### src/rtl/id_ex_stage_pkg.sv
// Shared types and constants for the ID/EX stage and its forwarding unit.
// The forwarding-priority helper lives here so a decode-side forwarder can reuse it.
package id_ex_stage_pkg;

    typedef logic [1:0] fwd_sel_t;

    localparam fwd_sel_t FWD_RF  = 2'b00;
    localparam fwd_sel_t FWD_WB  = 2'b01;
    localparam fwd_sel_t FWD_MEM = 2'b10;

    typedef logic [2:0] alu_op_t;

    localparam alu_op_t ALU_AND  = 3'd0;
    localparam alu_op_t ALU_OR   = 3'd1;
    localparam alu_op_t ALU_ADD  = 3'd2;
    localparam alu_op_t ALU_ANDN = 3'd4;
    localparam alu_op_t ALU_ORN  = 3'd5;
    localparam alu_op_t ALU_SUB  = 3'd6;
    localparam alu_op_t ALU_SLT  = 3'd7;

    typedef struct packed {
        logic    reg_write;
        logic    mem_to_reg;
        logic    mem_write;
        alu_op_t alu_control;
        logic    alu_src;
        logic    reg_dst;
    } ex_ctrl_t;

    localparam ex_ctrl_t CTRL_BUBBLE = '0;

    // MEM holds the younger result, so it wins over WB; $0 is hard-wired and never forwarded.
    function automatic fwd_sel_t fwd_select(logic src_nonzero, logic hit_m, logic hit_w);
        fwd_sel_t sel;
        sel = FWD_RF;
        if (src_nonzero && hit_m) begin
            sel = FWD_MEM;
        end else if (src_nonzero && hit_w) begin
            sel = FWD_WB;
        end
        return sel;
    endfunction

endpackage

### src/rtl/id_ex_stage_if.sv
// Decode, forwarding-source and execute-operand signals of the ID/EX stage.
// The master drives decode/MEM/WB inputs; the stage (slave) drives the EX outputs.
interface id_ex_stage_if #(
    parameter int unsigned SIZE = 31,
    parameter int unsigned REGW = 5
);
    import id_ex_stage_pkg::*;

    logic            stall_e;
    logic            flush_e;

    logic            reg_write_d;
    logic            mem_to_reg_d;
    logic            mem_write_d;
    alu_op_t         alu_control_d;
    logic            alu_src_d;
    logic            reg_dst_d;
    logic [SIZE:0]   rd1_d;
    logic [SIZE:0]   rd2_d;
    logic [SIZE:0]   sign_imm_d;
    logic [REGW-1:0] rs_d;
    logic [REGW-1:0] rt_d;
    logic [REGW-1:0] rd_d;

    logic [SIZE:0]   alu_out_m;
    logic            reg_write_m;
    logic [REGW-1:0] write_reg_m;
    logic [SIZE:0]   result_w;
    logic            reg_write_w;
    logic [REGW-1:0] write_reg_w;

    logic [SIZE:0]   src_a_e;
    logic [SIZE:0]   src_b_e;
    alu_op_t         alu_control_e;
    logic [SIZE:0]   write_data_e;
    logic [REGW-1:0] write_reg_e;
    logic            reg_write_e;
    logic            mem_to_reg_e;
    logic            mem_write_e;
    logic            lw_stall;

    modport master (
        output stall_e, flush_e,
        output reg_write_d, mem_to_reg_d, mem_write_d, alu_control_d, alu_src_d, reg_dst_d,
        output rd1_d, rd2_d, sign_imm_d, rs_d, rt_d, rd_d,
        output alu_out_m, reg_write_m, write_reg_m, result_w, reg_write_w, write_reg_w,
        input  src_a_e, src_b_e, alu_control_e, write_data_e, write_reg_e,
        input  reg_write_e, mem_to_reg_e, mem_write_e, lw_stall
    );

    modport slave (
        input  stall_e, flush_e,
        input  reg_write_d, mem_to_reg_d, mem_write_d, alu_control_d, alu_src_d, reg_dst_d,
        input  rd1_d, rd2_d, sign_imm_d, rs_d, rt_d, rd_d,
        input  alu_out_m, reg_write_m, write_reg_m, result_w, reg_write_w, write_reg_w,
        output src_a_e, src_b_e, alu_control_e, write_data_e, write_reg_e,
        output reg_write_e, mem_to_reg_e, mem_write_e, lw_stall
    );

endinterface

### src/rtl/id_ex_stage_fwd_unit.sv
// Combinational forwarding-source selection for two source registers against the
// MEM and WB destinations.
module id_ex_stage_fwd_unit
    import id_ex_stage_pkg::*;
#(
    parameter int unsigned REGW = 5
) (
    input  logic [REGW-1:0] rs_e_i,
    input  logic [REGW-1:0] rt_e_i,
    input  logic            reg_write_m_i,
    input  logic [REGW-1:0] write_reg_m_i,
    input  logic            reg_write_w_i,
    input  logic [REGW-1:0] write_reg_w_i,
    output fwd_sel_t        fwd_a_o,
    output fwd_sel_t        fwd_b_o
);

    logic hit_a_m, hit_a_w, hit_b_m, hit_b_w;

    always_comb begin
        hit_a_m = reg_write_m_i && (write_reg_m_i == rs_e_i);
        hit_a_w = reg_write_w_i && (write_reg_w_i == rs_e_i);
        hit_b_m = reg_write_m_i && (write_reg_m_i == rt_e_i);
        hit_b_w = reg_write_w_i && (write_reg_w_i == rt_e_i);

        fwd_a_o = fwd_select(rs_e_i != '0, hit_a_m, hit_a_w);
        fwd_b_o = fwd_select(rt_e_i != '0, hit_b_m, hit_b_w);
    end

endmodule

### src/rtl/id_ex_stage.sv
// ID/EX pipeline register with EX-stage operand forwarding and load-use detection.
// Operand muxes are combinational from the registered specifiers and live MEM/WB buses.
module id_ex_stage
    import id_ex_stage_pkg::*;
#(
    parameter int unsigned SIZE = 31,
    parameter int unsigned REGW = 5
) (
    input logic         clk,
    input logic         reset,
    id_ex_stage_if.slave bus
);

    ex_ctrl_t        ctrl_q, ctrl_d;
    logic [SIZE:0]   rd1_q, rd1_d;
    logic [SIZE:0]   rd2_q, rd2_d;
    logic [SIZE:0]   imm_q, imm_d;
    logic [REGW-1:0] rs_q, rs_d;
    logic [REGW-1:0] rt_q, rt_d;
    logic [REGW-1:0] rd_q, rd_d;

    fwd_sel_t        fwd_a, fwd_b;
    logic [SIZE:0]   src_a;
    logic [SIZE:0]   write_data;

    // Flush beats stall so a stalled slot can still be turned into a bubble.
    always_comb begin
        ctrl_d = ctrl_q;
        rd1_d  = rd1_q;
        rd2_d  = rd2_q;
        imm_d  = imm_q;
        rs_d   = rs_q;
        rt_d   = rt_q;
        rd_d   = rd_q;
        if (bus.flush_e) begin
            ctrl_d = CTRL_BUBBLE;
            rd1_d  = '0;
            rd2_d  = '0;
            imm_d  = '0;
            rs_d   = '0;
            rt_d   = '0;
            rd_d   = '0;
        end else if (!bus.stall_e) begin
            ctrl_d.reg_write   = bus.reg_write_d;
            ctrl_d.mem_to_reg  = bus.mem_to_reg_d;
            ctrl_d.mem_write   = bus.mem_write_d;
            ctrl_d.alu_control = bus.alu_control_d;
            ctrl_d.alu_src     = bus.alu_src_d;
            ctrl_d.reg_dst     = bus.reg_dst_d;
            rd1_d              = bus.rd1_d;
            rd2_d              = bus.rd2_d;
            imm_d              = bus.sign_imm_d;
            rs_d               = bus.rs_d;
            rt_d               = bus.rt_d;
            rd_d               = bus.rd_d;
        end
    end

    always_ff @(posedge clk) begin
        if (reset) begin
            ctrl_q <= CTRL_BUBBLE;
            rd1_q  <= '0;
            rd2_q  <= '0;
            imm_q  <= '0;
            rs_q   <= '0;
            rt_q   <= '0;
            rd_q   <= '0;
        end else begin
            ctrl_q <= ctrl_d;
            rd1_q  <= rd1_d;
            rd2_q  <= rd2_d;
            imm_q  <= imm_d;
            rs_q   <= rs_d;
            rt_q   <= rt_d;
            rd_q   <= rd_d;
        end
    end

    id_ex_stage_fwd_unit #(
        .REGW (REGW)
    ) u_fwd_unit (
        .rs_e_i        (rs_q),
        .rt_e_i        (rt_q),
        .reg_write_m_i (bus.reg_write_m),
        .write_reg_m_i (bus.write_reg_m),
        .reg_write_w_i (bus.reg_write_w),
        .write_reg_w_i (bus.write_reg_w),
        .fwd_a_o       (fwd_a),
        .fwd_b_o       (fwd_b)
    );

    always_comb begin
        case (fwd_a)
            FWD_MEM: src_a = bus.alu_out_m;
            FWD_WB:  src_a = bus.result_w;
            default: src_a = rd1_q;
        endcase
        case (fwd_b)
            FWD_MEM: write_data = bus.alu_out_m;
            FWD_WB:  write_data = bus.result_w;
            default: write_data = rd2_q;
        endcase
    end

    assign bus.src_a_e       = src_a;
    assign bus.write_data_e  = write_data;
    assign bus.src_b_e       = ctrl_q.alu_src ? imm_q : write_data;
    assign bus.write_reg_e   = ctrl_q.reg_dst ? rd_q : rt_q;
    assign bus.alu_control_e = ctrl_q.alu_control;
    assign bus.reg_write_e   = ctrl_q.reg_write;
    assign bus.mem_to_reg_e  = ctrl_q.mem_to_reg;
    assign bus.mem_write_e   = ctrl_q.mem_write;

    // Raised only; the hazard unit decides how to stall and flush.
    assign bus.lw_stall = ctrl_q.mem_to_reg & ((bus.rs_d == rt_q) | (bus.rt_d == rt_q));

endmodule

### src/flat_wrapper.sv
// flat-port wrapper written by rule: the top's interface ports become plain ports
module id_ex_stage_flat import id_ex_stage_pkg::*;
#(
    parameter int unsigned SIZE = 31,
    parameter int unsigned REGW = 5
)
  (clk, reset, bus_stall_e, bus_flush_e, bus_reg_write_d, bus_mem_to_reg_d, bus_mem_write_d, bus_alu_control_d, bus_alu_src_d, bus_reg_dst_d, bus_rd1_d, bus_rd2_d, bus_sign_imm_d, bus_rs_d, bus_rt_d, bus_rd_d, bus_alu_out_m, bus_reg_write_m, bus_write_reg_m, bus_result_w, bus_reg_write_w, bus_write_reg_w, bus_src_a_e, bus_src_b_e, bus_alu_control_e, bus_write_data_e, bus_write_reg_e, bus_reg_write_e, bus_mem_to_reg_e, bus_mem_write_e, bus_lw_stall);
  id_ex_stage_if #(.SIZE(SIZE), .REGW(REGW)) bus_i ();
  input logic clk;
  input logic reset;
  input wire logic [$bits(bus_i.stall_e)-1:0] bus_stall_e;
  input wire logic [$bits(bus_i.flush_e)-1:0] bus_flush_e;
  input wire logic [$bits(bus_i.reg_write_d)-1:0] bus_reg_write_d;
  input wire logic [$bits(bus_i.mem_to_reg_d)-1:0] bus_mem_to_reg_d;
  input wire logic [$bits(bus_i.mem_write_d)-1:0] bus_mem_write_d;
  input wire logic [$bits(bus_i.alu_control_d)-1:0] bus_alu_control_d;
  input wire logic [$bits(bus_i.alu_src_d)-1:0] bus_alu_src_d;
  input wire logic [$bits(bus_i.reg_dst_d)-1:0] bus_reg_dst_d;
  input wire logic [$bits(bus_i.rd1_d)-1:0] bus_rd1_d;
  input wire logic [$bits(bus_i.rd2_d)-1:0] bus_rd2_d;
  input wire logic [$bits(bus_i.sign_imm_d)-1:0] bus_sign_imm_d;
  input wire logic [$bits(bus_i.rs_d)-1:0] bus_rs_d;
  input wire logic [$bits(bus_i.rt_d)-1:0] bus_rt_d;
  input wire logic [$bits(bus_i.rd_d)-1:0] bus_rd_d;
  input wire logic [$bits(bus_i.alu_out_m)-1:0] bus_alu_out_m;
  input wire logic [$bits(bus_i.reg_write_m)-1:0] bus_reg_write_m;
  input wire logic [$bits(bus_i.write_reg_m)-1:0] bus_write_reg_m;
  input wire logic [$bits(bus_i.result_w)-1:0] bus_result_w;
  input wire logic [$bits(bus_i.reg_write_w)-1:0] bus_reg_write_w;
  input wire logic [$bits(bus_i.write_reg_w)-1:0] bus_write_reg_w;
  output wire logic [$bits(bus_i.src_a_e)-1:0] bus_src_a_e;
  output wire logic [$bits(bus_i.src_b_e)-1:0] bus_src_b_e;
  output wire logic [$bits(bus_i.alu_control_e)-1:0] bus_alu_control_e;
  output wire logic [$bits(bus_i.write_data_e)-1:0] bus_write_data_e;
  output wire logic [$bits(bus_i.write_reg_e)-1:0] bus_write_reg_e;
  output wire logic [$bits(bus_i.reg_write_e)-1:0] bus_reg_write_e;
  output wire logic [$bits(bus_i.mem_to_reg_e)-1:0] bus_mem_to_reg_e;
  output wire logic [$bits(bus_i.mem_write_e)-1:0] bus_mem_write_e;
  output wire logic [$bits(bus_i.lw_stall)-1:0] bus_lw_stall;
  assign bus_i.stall_e = bus_stall_e;
  assign bus_i.flush_e = bus_flush_e;
  assign bus_i.reg_write_d = bus_reg_write_d;
  assign bus_i.mem_to_reg_d = bus_mem_to_reg_d;
  assign bus_i.mem_write_d = bus_mem_write_d;
  assign bus_i.alu_control_d = bus_alu_control_d;
  assign bus_i.alu_src_d = bus_alu_src_d;
  assign bus_i.reg_dst_d = bus_reg_dst_d;
  assign bus_i.rd1_d = bus_rd1_d;
  assign bus_i.rd2_d = bus_rd2_d;
  assign bus_i.sign_imm_d = bus_sign_imm_d;
  assign bus_i.rs_d = bus_rs_d;
  assign bus_i.rt_d = bus_rt_d;
  assign bus_i.rd_d = bus_rd_d;
  assign bus_i.alu_out_m = bus_alu_out_m;
  assign bus_i.reg_write_m = bus_reg_write_m;
  assign bus_i.write_reg_m = bus_write_reg_m;
  assign bus_i.result_w = bus_result_w;
  assign bus_i.reg_write_w = bus_reg_write_w;
  assign bus_i.write_reg_w = bus_write_reg_w;
  assign bus_src_a_e = bus_i.src_a_e;
  assign bus_src_b_e = bus_i.src_b_e;
  assign bus_alu_control_e = bus_i.alu_control_e;
  assign bus_write_data_e = bus_i.write_data_e;
  assign bus_write_reg_e = bus_i.write_reg_e;
  assign bus_reg_write_e = bus_i.reg_write_e;
  assign bus_mem_to_reg_e = bus_i.mem_to_reg_e;
  assign bus_mem_write_e = bus_i.mem_write_e;
  assign bus_lw_stall = bus_i.lw_stall;
  id_ex_stage #(.SIZE(SIZE), .REGW(REGW)) u_core (.clk(clk), .reset(reset), .bus(bus_i));
endmodule
### config.mk
export PLATFORM = sky130hd
export DESIGN_NAME = id_ex_stage_flat
export DESIGN_NICKNAME = d
export VERILOG_FILES = /design/src/rtl/id_ex_stage_pkg.sv /design/src/rtl/id_ex_stage_if.sv /design/src/rtl/id_ex_stage_fwd_unit.sv /design/src/rtl/id_ex_stage.sv /design/src/flat_wrapper.sv
export SDC_FILE = /design/constraint.sdc
export NUM_CORES = 1
export LEC_CHECK = 0
export BUFFER_PORTS_ARGS = -buffer_cell sky130_fd_sc_hd__buf_4
export CAP_MARGIN = 20
export CORE_UTILIZATION = 40
export CTS_BUF_LIST = sky130_fd_sc_hd__clkbuf_8
export DETAILED_ROUTE_END_ITERATION = 10
export GPL_ROUTABILITY_DRIVEN = 1
export PLACE_DENSITY = 0.7
export SYNTH_ARGS = -nofsm -noshare
export SYNTH_HDL_FRONTEND = slang
export SYNTH_HIERARCHICAL = 1
export SYNTH_SLANG_ARGS = --single-unit
### constraint.sdc
create_clock -name clk -period 7.5 [get_ports clk]
set_input_delay 1.125 -clock clk [delete_from_list [all_inputs] [get_ports clk]]
set_output_delay 1.125 -clock clk [all_outputs]
set_load 0.01 [all_outputs]
# == Word level (Yosys, flattened, before mapping) ==
# Index checks and enable logic that the tools add are counted.
# Widths: inputs -> output; s select.
# word_totals
wordCells,43
reg_bits,119
out_inout_bits,108
in_bits,199
# op_classes
eq_ne,10
bitwise,2
n_reduce_logical,11
n_mux,8
# ops
op,n
$pmux 32 s2,2
$mux 32,1
$eq 5x5->1,6
$reduce_bool 5->1,2
$logic_and 1x1->1,8
$mux 5,1
$eq 2x1->1 const B,2
$eq 2x2->1 const B,2
$mux 2,2
$mux 1,2
$reduce_or 2->1,1
$and 1x1->1,1
$or 1x1->1,1

# == Depth between registers and ports, before layout ==
# Gate-level depths: netlist of run 1.
# depth
ltp_word,8
mapped_depth,10
depth_no_buf,8

# == By module ==
# The synthesis of run 1 kept the hierarchy.
# modules_own_cells
mod,cells_per_inst,seq_area_each_um2,area_per_inst_um2,n_inst
id_ex_stage,670,2382.3,6301.0,1
id_ex_stage_fwd_unit,36,0.0,277.8,1

# == Worst setup path after synthesis of run 1 ==
# OpenSTA, ideal clock, no wires.
# synth_path
kind,input to output
from,input port bus_write_reg_m[2]
to,output port bus_src_b_e[21]
cell_stages,10
setup_slack_ns,3.250
arrival_time_ns,3.125
path_cell_list,xnor2_1 -> and2_1 -> a2111oi_0 -> inv_1 -> ha_1 -> buf_6 -> buf_4 -> a221oi_2 -> a21oi_1 -> mux2_2
# synth_between
elab_chain_len,7
word_cells_on_any_way,8
# synth_rtl
item,line_no,text
"start, declared",flat_wrapper.sv:27,input wire logic [$bits(bus_i.write_reg_m)-1:0] bus_write_reg_m;
$eq 5x5->1 *,id_ex_stage_fwd_unit.sv:23,hit_b_m = reg_write_m_i && (write_reg_m_i == rt_e_i);
$logic_and 1x1->1 *,id_ex_stage_fwd_unit.sv:23,
$logic_and 1x1->1 *,id_ex_stage_pkg.sv:36,if (src_nonzero && hit_m) begin
$mux 2 *,id_ex_stage_pkg.sv:36,
net u_core.fwd_b[0],id_ex_stage.sv:22,"fwd_sel_t fwd_a, fwd_b;"
$eq 2x1->1 or $eq 2x2->1 (tied branches),id_ex_stage.sv:98,case (fwd_b)
$pmux 32 s2 *,id_ex_stage.sv:98,
net bus_write_data_e[21],flat_wrapper.sv:34,output wire logic [$bits(bus_i.write_data_e)-1:0] bus_write_data_e;
$mux 32 *,id_ex_stage.sv:107,assign bus.src_b_e = ctrl_q.alu_src ? imm_q : write_data;
"end, declared",flat_wrapper.sv:32,output wire logic [$bits(bus_i.src_b_e)-1:0] bus_src_b_e;
# The timed path passes the listed nets; every way through them passes the cells marked *.

# == Worst setup path in the final report of run 1 ==
# layout_path
from,input port bus_write_reg_m[2]
to,output port bus_src_b_e[21]
# layout_between
elab_chain_len,7
word_cells_on_any_way,8
# layout_rtl
item,line_no
$eq 5x5->1 *,id_ex_stage_fwd_unit.sv:23
$logic_and 1x1->1 *,id_ex_stage_fwd_unit.sv:23
$logic_and 1x1->1 *,id_ex_stage_pkg.sv:36
$mux 2 *,id_ex_stage_pkg.sv:36
net u_core.fwd_b[0],id_ex_stage.sv:22
$eq 2x1->1 or $eq 2x2->1 (tied branches),id_ex_stage.sv:98
$pmux 32 s2 *,id_ex_stage.sv:98
$mux 32 *,id_ex_stage.sv:107
# Marks and branches as above.

==> flow_summary.toml, run 1 <==
[placed_design]
numPortBuffers = 306
dpl.hpwl_um = 16760
routabilityCongestion = 0.9007
numPlacedInstances = 1172

[sta]
setup_tns_ns = 0
period_minus_slack_ns = 5.444
rsz0062_at_grt = "false"
skew_ns = 0
slew_viol_final = 0
fmax_mhz = 183.7
period_share = 0.7259
slew_headroom = 0.2938
worst_pin_slew_ns = 1.059
finalSetupViolCount = 0
report.final.hold_viol_count = 0

[critical_path]
r2r_cells = 2
cpMaxStageDelayCell = "ha_4"
cp.required_ns = 6.38
path_class = "primary input to output port"
rr_endpoint = "u_core/ctrl_q[1]$_SDFFE_PP0N_"
cp_max_fo = 64
r2r_slack_ns = 6.15
critPathMaxStageDelay_ns = 0.96
critPathCaptureType = "output port"
path_cells = "buf_4 -> xnor2_1 -> and2_1 -> a2111oi_0 -> inv_1 -> ha_4 -> a221oi_2 -> a21oi_1 -> mux2_2 -> buf_4"
crit_start = "bus_write_reg_m[2]"
cp-start-kind = "primary input"
arrival_ns = 4.32
reg2reg_from = "u_core/ctrl_q[1]$_SDFFE_PP0N_"
cp_common_cell = "buf_4"

[clocking]
worst_skew_pair.late_latency_ns = 0.43
cts_sinks = 119
cts_hold_buf = 0
clk_path_buf_depth = 2
post_cts_resized = 0
post_cts_buffers = 0
cts_max_level = 4
cts_tree = "done"
clk_pin_slew_ns = 0.07
numCtsBuffers = 17
root_buffer = "clkbuf_8"

[hold_path]
hold_depth = 2
hp-start = "u_core/imm_q[0]$_SDFFE_PP0N_"
hold_class = "register to register"
min_to = "u_core/imm_q[0]$_SDFFE_PP0N_"

[global_routing]
grt_use_met2 = 0.4587
grt.overflow.total = 0
grt.met3_usage = 0.08241
grt_busiest_layer = "met2"
grt_use_met1 = 0.3006
grt_antenna_before_repair = 0
grt_max_degree = 65
grt_pass1_wl_um = 33090
grt_pass1_vias = 5909
grtUsageTotal = 0.2659

[synth]
synthArstFlopShare = 0
syn-cell-area_um2 = 6579
synth-main-ff-cell = "dfxtp_1"
synth_cell_types = 27
synth_edf_count = 0
yosysWarnings = 6
syn_inst = 706
synthesis.nets = 909
synth-seq-cells = 119
yosysSeqAreaShare = 0.3621
avgSynthCellArea_um2 = 9.318

[floorplanning]
die_w_um = 130.2
die_y_um = 130.2
die-area_um2 = 16960
coreArea_um2 = 15940
start_util = 0.4127
rows = 46
design.portCount = 307

[pwr]
p_int_w = 0.001217
p_per_area_nw_per_um2 = 174.0
leakage_nw = 4.377
pwr-share-clk = 0.421
swShare = 0.2502
p_seq_frac = 0.412
peakVddDrop_mv = 0.1094
finalPower_w = 0.001623
p_comb_frac = 0.167
p_sw_w = 0.0004060

[detailed_routing]
detail_route.first_pass.iterations = 5
drt_iter0_markers = 310
ant_nets = 0
drc = 0
drt-vias-per-instance = 5.126
wire_per_inst_um = 19.06
vias = 6172
drt_wl_total_um = 22950

[final_layout]
final_cells = 1204
nets = 1178
fillerInstances = 1458
drive_gt1_frac = 0.4362
area_delta_synth_final_pct = 41.75
insertedDiodeCount = 0

[job]
cap_violations = 0

[outcome]
status = "finished clean"
## placed cells by master (no fill, tap or decap)
cell type / netlist / final
and3b_1: 2 / 2
or4_1: 2 / 2
a2111oi_0: 2 / 2
xnor2_1: 22 / 22
a221oi_2: 31 / 31
mux2i_1: 119 / 119
xor2_1: 8 / 8
nor4_1: 2 / 2
mux2_2: 37 / 37
a21oi_2: 17 / 17
a22oi_1: 32 / 32
buf_4: 12 / 309
buf_6: 5 / 1
dfxtp_1: 119 / 118
dfxtp_2: 0 / 1
ha_4: 0 / 1
and2_1: 2 / 2
a21oi_1: 15 / 15
ha_2: 0 / 2
nand2_1: 36 / 36
clkinvlp_4: 0 / 4
nor2_1: 121 / 121
a221oi_1: 1 / 1
nand4_1: 4 / 4
inv_1: 36 / 37
clkinv_2: 0 / 2
clkinv_4: 0 / 1
clkbuf_8: 0 / 19
o21ai_0: 32 / 32
o22ai_1: 1 / 1
bufinv_16: 0 / 5
or2_4: 0 / 1
ha_1: 4 / 1
## worst max-delay path, delay by kind of cell
family / cells / cell delay, ns
compound gates: 3 / 1.19
xor+xnor: 1 / 0.11
fa+ha+maj: 1 / 0.96
buf+inv: 3 / 0.41
mux: 1 / 0.22
simple gates: 1 / 0.17
## per-stage QoR
| stage | hold slack [ns] | worst slack [ns] | utilization | cell area [um2] |
|---|---|---|---|---|
| global placement | 0.4691 | 2.243 | 0.5558 | 8861 |
| global route | 0.5091 | 2.016 | 0.5849 | 9325 |
| CTS | 0.4982 | 2.177 | 0.5849 | 9325 |
| detailed placement | 0.4772 | 2.192 | 0.5558 | 8861 |
| finish | 0.4944 | 2.056 | 0.5849 | 9325 |
| floorplan | 0.4576 | 3.250 | - | 6579 |
## power groups by stage
stage | registers, W | logic, W | clock network, W
after detailed placement | 0.000683 | 0.000271 | 0
after CTS | 0.000669 | 0.000273 | 0.000696
final | 0.000669 | 0.000271 | 0.000682
after global placement | 0.000683 | 0.000270 | 0
after global routing | 0.000672 | 0.000292 | 0.000724
after floorplan | 0.000676 | 0.000127 | 0
## worst max-delay path by stage
stage / slack [ns] / to
2_1_floorplan: 3.25 / bus_src_b_e[21]
3_3_place_gp: 2.24 / bus_src_b_e[10]
3_5_place_dp: 2.19 / bus_src_b_e[21]
4_1_cts: 2.18 / bus_src_b_e[21]
5_1_grt: 2.02 / bus_src_b_e[21]
6_report: 2.06 / bus_src_b_e[21]
## layout make-up
type / instances / area [um2] / share of cell area
clock buffers: 19 / 261.5 / 0.02804
clock inverters: 13 / 202.7 / 0.02174
inverters: 36 / 135.1 / 0.01449
multi-input cells: 491 / 3741 / 0.4012
flip-flops and latches: 119 / 2384 / 0.2556
well taps: 216 / 270.3 / 0.02898
repair buffers: 310 / 2331 / 0.2500
## cells in the mapped netlist (5+ instances only)
master / n / area (um2)
xnor2_1: 22 / 192.7
buf_2: 26 / 130.1
mux2_2: 37 / 416.7
o21ai_0: 32 / 160.2
a221oi_2: 31 / 465.5
xor2_1: 8 / 70.07
mux2i_1: 119 / 1191
a21oi_1: 15 / 75.07
a21oi_2: 17 / 148.9
buf_4: 12 / 90.09
nor2_1: 121 / 454.2
clkbuf_1: 17 / 63.81
nand2_1: 36 / 135.1
dfxtp_1: 119 / 2382
buf_6: 5 / 56.30
inv_1: 36 / 135.1
a22oi_1: 32 / 240.2
## flip-flops by register name, summed over array words and instances (netlist names)
name	cells
u_core/rd1_q	32
u_core/ctrl_q	2
u_core/imm_q	32
u_core/bus.reg_write_e	1
u_core/bus.alu_control_e	3
u_core/rd_q	5
u_core/rt_q	5
u_core/bus.mem_to_reg_e	1
u_core/rd2_q	32
u_core/rs_q	5
u_core/bus.mem_write_e	1
## metal layers
layer  share of wire  vias to the layer above
met2            0.49                      265
li1                -                     3000
met1            0.39                     2873
met5               0                        -
met4           0.030                        0
met3           0.089                       34
## cells by family (layout without fill, tap and decap cells)
group / Yosys count / after routing / share of synthesized area
fa+ha+maj: 4 / 4 / 0.007608
simple gates: 170 / 170 / 0.1031
mux: 156 / 156 / 0.2444
buf+inv: 96 / 378 / 0.07227
compound gates: 131 / 131 / 0.1706
xor+xnor: 30 / 30 / 0.03994
flops: 119 / 119 / 0.3621
No activity file was read; power rests on OpenSTA's default activity.
==> run 2: changes to the inputs <==
--- a/config.mk
+++ b/config.mk
@@ -5,6 +5,7 @@
 export SDC_FILE = /design/constraint.sdc
 export NUM_CORES = 1
 export LEC_CHECK = 0
+export ABC_AREA = 1
 export BUFFER_PORTS_ARGS = -buffer_cell sky130_fd_sc_hd__buf_4
 export CAP_MARGIN = 20
 export CORE_UTILIZATION = 40
==> constraint.sdc (replaced) <==
create_clock -name clk -period 5.1 [get_ports clk]
set_input_delay 0.765 -clock clk [delete_from_list [all_inputs] [get_ports clk]]
set_output_delay 0.765 -clock clk [all_outputs]
set_load 0.01 [all_outputs]
==> run 2 against run 1 <==
  * Clock-buffer cell count did not move
  * Combinational power rose by 58%
  * Core utilization fell by 2.4 points
  * Power rose by 43%
==> flow_summary.toml, run 2 <==
[outcome]
status = "finished clean"

[final_layout]
final_cell_mix = "462 x nand2_1, 318 x buf_4, 205 x a21oi_1, 119 x dfxtp_1, 98 x nor2_1"
nets = 1536
final_cells = 1565
insertedDiodeCount = 0
area_delta_synth_final_pct = 37.22
layout_commonest_cell = "nand2_1"
largestRegisters = "u_core/imm_q: 32 flops, u_core/rd1_q: 32 flops, u_core/rd2_q: 32 flops"
drive_gt1_frac = 0.2907

[synth]
yosysSeqAreaShare = 0.3516
synth_top_cell_by_area = "dfxtp_1"
synth-adder-area-share = 0.007386
synthArstFlopShare = 0
synthMuxAreaShare = 0
synth.most_common_cell = "nand2_1"
synth_cell_types = 22
yosys.area_share.simple = 0.3185
synth-main-ff-cell = "dfxtp_1"
synthesis.nets = 1275
synth.area.top_cells = "dfxtp_1 35%, nand2_1 26%, a21oi_1 15%"
synth_common_cells = "462 x nand2_1, 205 x a21oi_1, 119 x dfxtp_1, 98 x nor2_1, 42 x inv_1"
synth_xor_area_frac = 0.003877
yosysWarnings = 6
syn-cell-area_um2 = 6776
avgSynthCellArea_um2 = 6.321
synth_top_area_frac = 0.3516
synth-seq-cells = 119
synth_top_family_by_area = "simple AND/OR/NAND/NOR gates"
synth_edf_count = 0
syn_inst = 1072
synth_compound_area_frac = 0.2121

[critical_path]
rr_endpoint = "u_core/ctrl_q[1]$_SDFFE_PP0N_"
cp.required_ns = 4.34
path_class = "register to output port"
r2r_slack_ns = 3.50
r2r_cells = 4
critPathCaptureType = "output port"
critPathMaxStageDelay_ns = 0.50
cpMaxStageDelayCell = "inv_2"
reg2reg_from = "u_core/ctrl_q[1]$_SDFFE_PP0N_"
path_cells = "inv_1 -> a21oi_1 -> nand2_1 -> nor2_1 -> nand2_1 -> nor2_1 -> inv_1 -> ha_1 -> inv_2 -> nor2_1 -> a21oi_2 -> nand2_1 -> nand2_1 -> buf_4"
cp_max_fo = 32
cp-start-kind = "register"
cp_common_cell = "nand2_1"
arrival_ns = 3.15

[sta]
finalSetupViolCount = 0
slew_headroom = 0.2549
worst_pin_slew_ns = 1.118
slew_viol_final = 0
holdWs_ns = 0.4670
rsz0062_at_grt = "false"
report.final.hold_viol_count = 0
fmax_mhz = 255.1
period_minus_slack_ns = 3.919
skew_ns = 0
period_share = 0.7685
setup_tns_ns = 0

[clocking]
root_buffer = "clkbuf_8"
cts_max_level = 4
cts_hold_buf = 0
post_cts_resized = 0
worst_skew_pair.late_latency_ns = 0.44
cts_tree = "done"
clk_pin_slew_ns = 0.08
numCtsBuffers = 17
cts_sinks = 119
clk_path_buf_depth = 2
post_cts_buffers = 0

[floorplanning]
start_util = 0.4086
die_w_um = 132.2
coreArea_um2 = 16580
die-area_um2 = 17470
die_y_um = 132.2
rows = 47
design.portCount = 307

[hold_path]
hp-start = "u_core/imm_q[14]$_SDFFE_PP0N_"
hold_class = "register to register"
hold_depth = 2
min_to = "u_core/imm_q[14]$_SDFFE_PP0N_"

[global_routing]
grt.overflow.total = 0
grt_max_degree = 68
grt_pass1_wl_um = 39940
grtUsageTotal = 0.2937
grt_pass1_vias = 7403
grt_antenna_before_repair = 1

[detailed_routing]
drt_iter0_markers = 563
vias = 8034
drt-vias-per-instance = 5.134
drc = 0
ant_nets = 0
drt_wl_total_um = 26480
wire_per_inst_um = 16.92
detail_route.first_pass.iterations = 5

[job]
cap_violations = 0

[placed_design]
numPlacedInstances = 1534
routabilityCongestion = 0.9626
numPortBuffers = 306
dpl.hpwl_um = 18780

[pwr]
leakage_nw = 4.351
peakVddDrop_mv = 0.1521
p_per_area_nw_per_um2 = 250.3
==> run 2: cell count changes in the layout (fill, tap and decap cells not counted), moves of 18 or more <==
cell / before / now
xnor2_1: 22 / 2
a21oi_1: 15 / 205
o21ai_0: 32 / 5
mux2i_1: 119 / 0
nand2_1: 36 / 462
mux2_2: 37 / 0
nor2_1: 121 / 98
a22oi_1: 32 / 0
a21oi_2: 17 / 35
a221oi_2: 31 / 0
==> run 2: cell families after synthesis <==
logic type,Yosys count
XOR/XNOR,3
flip-flops,119
AO/OA/AOI/OAI,255
buffers and inverters,121
adder cells (fa/ha/maj),4
AND/OR/NAND/NOR,570
==> run 2: how the worst max path moves through the flow <==
stage | from | endpoint | slack (ns) | cells after the start
2_1_floorplan | bus_write_reg_w[2] | bus_src_b_e[10] | 2.08 | 16
3_3_place_gp | bus_write_reg_m[1] | bus_src_a_e[2] | 1.22 | 13
3_5_place_dp | bus_write_reg_m[0] | bus_src_a_e[2] | 1.23 | 14
4_1_cts | u_core/rs_q[3]$_SDFFE_PP0N_ | bus_src_a_e[2] | 1.14 | 13
5_1_grt | u_core/rt_q[3]$_SDFFE_PP0N_ | bus_src_b_e[26] | 0.94 | 15
6_report | u_core/rt_q[3]$_SDFFE_PP0N_ | bus_src_b_e[28] | 1.18 | 14
==> run 2: stage by stage <==
stage                     setup WS (ns)  cell area [um2]  utilization  total power, W
after floorplan                   2.080             6777            -        0.001200
after global placement            1.218             8887       0.5359        0.001427
after detailed placement          1.230             8887       0.5359        0.001429
after CTS                         1.142             9299       0.5607        0.002340
after global routing             0.9419             9299       0.5607        0.002425
final                             1.181             9299       0.5607        0.002327
==> run 2: critical path, delay by kind of cell (launching register included) <==
kind            cells  cell delay, ns
compound gates      2            0.47
flops               1            0.45
fa+ha+maj           1            0.31
simple gates        7            0.67
buf+inv             4            0.80
==> run 2: layout make-up <==
type / instances / area (um2)
Clock buffer: 19 / 261.5
Timing Repair Buffer: 318 / 2387
Fill cell: 1725 / 7284
Sequential cell: 119 / 2382
Multi-Input combinational cell: 832 / 3672
Clock inverter: 12 / 150.1
Inverter: 45 / 170.2
Tap cell: 220 / 275.3
==> run 2: report_power, final <==
| part | leakage, nW | switching [W] | total, W | internal, W |
|---|---|---|---|---|
| logic | 3.18 | 0.000223 | 0.000428 | 0.000205 |
| clock network | 0.204 | 0.000412 | 0.000918 | 0.000506 |
| registers | 0.970 | 0.0000219 | 0.000981 | 0.000959 |
| total | 4.35 | 0.000657 | 0.00233 | 0.00167 |
==> run 2: per-layer routing <==
layer / routed length (um) / part of all wire / vias to the layer above / global-route usage
li1: - / - / 3918 / -
met3: 2333 / 0.088 / 39 / 0.07497
met4: 496 / 0.019 / 2 / 0.09044
met1: 11100 / 0.42 / 3699 / 0.3660
met2: 12530 / 0.47 / 376 / 0.4950
met5: 13 / 0.00049 / - / 0
